## src/rtl/endstop_emu.sv

```systemverilog
// rtl/endstop_emu.sv - bouncy switch emulator triggered by a position crossing a trigger point
// Optional ENDSTOP_EMU_LFSR_EN: pseudo-random toggle intervals capped by bounce_period.
module endstop_emu #(
    parameter int POS_W = 32,
    parameter int LEN_W = 16,
    parameter int PER_W = 8
) (
    input  logic             clk,
    input  logic             reset,
    input  logic             enable,
    input  logic [POS_W-1:0] pos_in,
    input  logic [POS_W-1:0] trig_pos,
    input  logic             invert,
    input  logic [LEN_W-1:0] bounce_len,
    input  logic [PER_W-1:0] bounce_period,
    output logic             sig_out,
    output logic [7:0]       edges,
    output logic             busy
);

    typedef enum logic [1:0] {
        IDLE       = 2'd0,
        BOUNCE_ON  = 2'd1,
        ACTIVE     = 2'd2,
        BOUNCE_OFF = 2'd3
    } state_t;

    state_t           state_q, state_d;
    logic             l_q, l_d;
    logic [LEN_W-1:0] timer_q, timer_d;
    logic [PER_W-1:0] tog_q, tog_d;
    logic [7:0]       edges_q, edges_d;
    logic             busy_q, busy_d;
    logic             sig_q, sig_d;
    logic             sig_vld_q;
    logic             hit;
    logic             target;
    logic [PER_W-1:0] per_cmp;

`ifdef ENDSTOP_EMU_LFSR_EN
    logic [7:0] lfsr_q, lfsr_d;

    // Galois right-shift form of x^8+x^6+x^5+x^4+1
    function automatic logic [7:0] lfsr_step(input logic [7:0] v);
        logic [7:0] n;
        n = v >> 1;
        if (v[0]) n = n ^ 8'hB8;
        return n;
    endfunction

    assign per_cmp = bounce_period & PER_W'(lfsr_q);

    always_ff @(posedge clk or posedge reset) begin
        if (reset) lfsr_q <= 8'hA5;
        else       lfsr_q <= lfsr_d;
    end
`else
    assign per_cmp = bounce_period;
`endif

    assign hit    = ($signed(pos_in) >= $signed(trig_pos));
    assign target = (state_q == BOUNCE_ON);

    // Until the first clocked update, the output follows invert so the reset level tracks it.
    assign sig_out = sig_vld_q ? sig_q : invert;
    assign edges   = edges_q;
    assign busy    = busy_q;

    always_comb begin
        state_d = state_q;
        l_d     = l_q;
        timer_d = timer_q;
        tog_d   = tog_q;
`ifdef ENDSTOP_EMU_LFSR_EN
        lfsr_d  = lfsr_q;
`endif
        if (!enable) begin
            state_d = IDLE;
            l_d     = 1'b0;
            timer_d = '0;
            tog_d   = '0;
        end else begin
            case (state_q)
                IDLE: begin
                    l_d = 1'b0;
                    if (hit) begin
                        l_d     = 1'b1;
                        timer_d = '0;
                        tog_d   = '0;
                        state_d = (bounce_len == '0) ? ACTIVE : BOUNCE_ON;
                    end
                end
                ACTIVE: begin
                    l_d = 1'b1;
                    if (!hit) begin
                        l_d     = 1'b0;
                        timer_d = '0;
                        tog_d   = '0;
                        state_d = (bounce_len == '0) ? IDLE : BOUNCE_OFF;
                    end
                end
                default: begin
                    if (timer_q == bounce_len) begin
                        l_d     = target;
                        state_d = target ? ACTIVE : IDLE;
                    end else begin
                        timer_d = timer_q + 1'b1;
                        if (tog_q == per_cmp) begin
                            l_d   = ~l_q;
                            tog_d = '0;
`ifdef ENDSTOP_EMU_LFSR_EN
                            lfsr_d = lfsr_step(lfsr_q);
`endif
                        end else begin
                            tog_d = tog_q + 1'b1;
                        end
                    end
                end
            endcase
        end
        sig_d   = l_d ^ invert;
        edges_d = edges_q + {7'd0, (sig_d != sig_out)};
        busy_d  = (state_d == BOUNCE_ON) || (state_d == BOUNCE_OFF);
    end

    always_ff @(posedge clk or posedge reset) begin
        if (reset) begin
            state_q   <= IDLE;
            l_q       <= 1'b0;
            timer_q   <= '0;
            tog_q     <= '0;
            edges_q   <= '0;
            busy_q    <= 1'b0;
            sig_q     <= 1'b0;
            sig_vld_q <= 1'b0;
        end else begin
            state_q   <= state_d;
            l_q       <= l_d;
            timer_q   <= timer_d;
            tog_q     <= tog_d;
            edges_q   <= edges_d;
            busy_q    <= busy_d;
            sig_q     <= sig_d;
            sig_vld_q <= 1'b1;
        end
    end

endmodule

```

## config.mk

```make
export PLATFORM = sky130hd
export DESIGN_NAME = endstop_emu
export DESIGN_NICKNAME = d
export VERILOG_FILES = /design/src/rtl/endstop_emu.sv
export SDC_FILE = /design/constraint.sdc
export NUM_CORES = 1
export LEC_CHECK = 0
export BUFFER_PORTS_ARGS = -buffer_cell sky130_fd_sc_hd__clkbuf_2
export CAP_MARGIN = 0
export CORE_UTILIZATION = 25
export CTS_CLUSTER_SIZE = 20
export DETAILED_ROUTE_END_ITERATION = 12
export PLACE_DENSITY = 0.42
export SYNTH_ARGS = -nofsm -noshare
export SYNTH_HDL_FRONTEND = slang
export SYNTH_SLANG_ARGS = --single-unit
```

## constraint.sdc

```tcl
create_clock -name clk -period 3.1 [get_ports clk]
set_input_delay 0.62 -clock clk [delete_from_list [all_inputs] [get_ports clk]]
set_output_delay 0.62 -clock clk [all_outputs]
set_load 0.02 [all_outputs]
```

==> qor.txt <==
status - finished, final reports clean
setup_tns - 0 ns
worst setup margin - 0.0519 ns
Hold-fix buffers, CTS - 0
via count - 2880
core area - 12000 µm²
CTS tree - yes
Die Area - 12800 µm²
Area Growth Syn to Fin - 39.8%
1st-iter DRT viols - 143
pin count of the biggest net entering global routing - 19
total grt overflow - 0
Power Density - 406 nW/µm²
commonest non-fill, non-tap cell in the layout - clkbuf_2
port bufs - 101
DR pass1 iterations - 4
Leak - 2.21 nW
syn_area_per_cell - 8.93 µm²
worst hold path type - primary input to async pin
Final Hold Vio Count - 0
RSZ-0062 raised after global routing - true
Synth cell types - 53
Clock Path Buffers - 2
vias in the first global route - 2855
most frequent cells in the layout - 97 x clkbuf_2, 37 x dfrtp_1, 36 x inv_1, 31 x nand2_1, 25 x ha_1
YS warnings - 0
Clock Latency Late Sink - 0.28 ns
crit share post-route - 98.3%
share of the synthesized area in the top cell type - 30.0%
number of antenna violations at the first check in global routing - 0
CTS root buf - clkbuf_16
Slew Viols, Final - 0
area leader, netlist - dfrtp_1
Routed Antenna Nets - 0
Seq cells post-synth - 37
Die H - 113 µm
async set-or-reset flop fraction in the synthesized netlist - 100%
Post-synth EDFFs - 0
first-pass GRT wire length - 13100 µm
register-to-register setup slack - 0.15 ns
CTS buffer count - 5
critical path arrival - 3.25 ns
final core utilization - 36.0%
fmax - 328 MHz
maximum fanout along the worst path - 3
dpl ws - -0.295 ns
Cells after Synth - 346
Mapped Nets - 474
Worst-path clk slew - 0.06 ns
DP Wirelength - 6400 µm
Worst EP required - 3.30 ns
Maximum Capacitance Violations - 0
vias per cell - 4.63
Site Rows - 40
wirelength, routed - 7900 µm
final net count - 602
GRT Total Usage - 12.6%
drt wl/cell - 12.7 µm
ant diodes - 0
Max IR drop VDD - 0.171 mV
ys flop type - dfrtp_1
sequential share of the synthesized area - 30.0%
Initial Util - 25.7%
die width - 113 µm
clock sink count - 37
Synth Cell Area - 3090 µm²
fraction of layout cells with a size suffix above 1 - 36.8%
dpl cell area - 3950 µm²
Final GP Congestion - 0.728
CTS H-tree lvls - 2
CP Launch Type - primary input
CP Class - primary input to register
post-route cell area - 4320 µm²
main area contributors after synthesis - dfrtp_1 30%, ha_1 15%, xor2_1 5.4%
Layout Skew - 0.00479 ns
CP endpoint kind - register
min Tclk post-route - 3.05 ns
crit path from - trig_pos[13]
post-route DRC violation count - 0
Setup violations, final - 0
IO Pins - 102
origin of the critical flop-to-flop path - timer_q[4]
==> synth_stat cells, drive strengths merged, types with 2 or more instances <==
cell / n
and3: 3
or2: 4
ha: 36
a31oi: 3
clkbuf: 3
nand2b: 4
nand2: 31
nand3: 22
mux2i: 2
and4: 4
a221oi: 2
a21o: 14
and2: 2
o21a: 2
nor3: 7
nor4: 11
mux2: 2
dfrtp: 37
xnor2: 13
a211oi: 2
a211o: 3
o22ai: 2
o31ai: 10
or3: 2
buf: 2
o22a: 7
xor2: 19
nor2b: 2
inv: 39
o2bb2ai: 2
a21oi: 10
o21ai: 7
nor3b: 3
nand4: 10
nor2: 15
==> path summary, 6_finish.rpt <==
check                        endpoint  cells after the start
setup / recovery             edges[6]                     15
hold / removal               edges[1]                      2
setup reg to reg             edges[6]                     11
hold reg to reg              edges[7]                      1
max in group asynchronous  timer_q[8]                      3
min in group clk             edges[7]                      1
==> cell families after synthesis <==
kind of cell	Yosys count	share of synthesized area, %
multiplexers	4	1.38
buffers and inverters	44	5.83
XOR/XNOR	33	9.84
flip-flops	37	30.0
AO/OA/AOI/OAI	69	17.6
adder cells (fa/ha/maj)	36	14.6
AND/OR/NAND/NOR	122	20.7
other	1	0.121
==> flip-flops by register name, summed over array words and instances (netlist names) <==
signal	cells
sig_vld_q	1
state_q	2
edges	8
l_q	1
sig_q	1
tog_q	8
timer_q	16
==> area by class of cell <==
cell class	instances	area (µm²)
tap	147	184
inverter	39	151
clock inverter	2	37.5
timing repair buffer	126	722
fill	1252	7690
multi-input combinational	265	2160
sequential	37	926
clock buffer	6	139
==> repair_timing <==
action | 4_1_cts | 5_1_grt
gates resized for setup | 0 | 31
pin swaps | 1 | 17
buffers inserted | 0 | 1
setup endpoints to repair | 1 | 5
==> worst max-delay path: stages <==
cell and delay (ns):
buf_6 0.10, inv_4 0.05, ha_4 0.19, a21o_1 0.15, a21o_1 0.15, a221o_1 0.35
o2bb2ai_2 0.15, nor3_2 0.23, o22ai_2 0.13, xor3_1 0.41, ha_4 0.20, ha_4 0.16
and3_4 0.14, nand3_1 0.09, xnor2_1 0.12
==> metal layers <==
layer | up-vias | GRT usage [%] | wire (µm)
met5 | - | 0 | 0
met3 | 4 | 2.36 | 501
met2 | 90 | 20.2 | 3460
met4 | 0 | 3.95 | 65
met1 | 1286 | 17.0 | 3870
li1 | 1500 | - | -
==> metrics by stage <==
step	hold slack, ns	power [mW]	instances
detailed placement	0.465	1.10	614
finish	0.259	1.75	622
CTS	0.258	1.71	622
floorplan	0.514	0.889	346
global placement	0.460	1.10	614
global route	0.282	1.85	622
==> power by group <==
part / switching, mW / total, mW / internal [mW]
Combinational: 0.278 / 0.543 / 0.265
Clock: 0.203 / 0.604 / 0.401
Sequential: 0.0666 / 0.605 / 0.539
Total: 0.548 / 1.75 / 1.20
No activity file was read; power rests on OpenSTA's default activity.
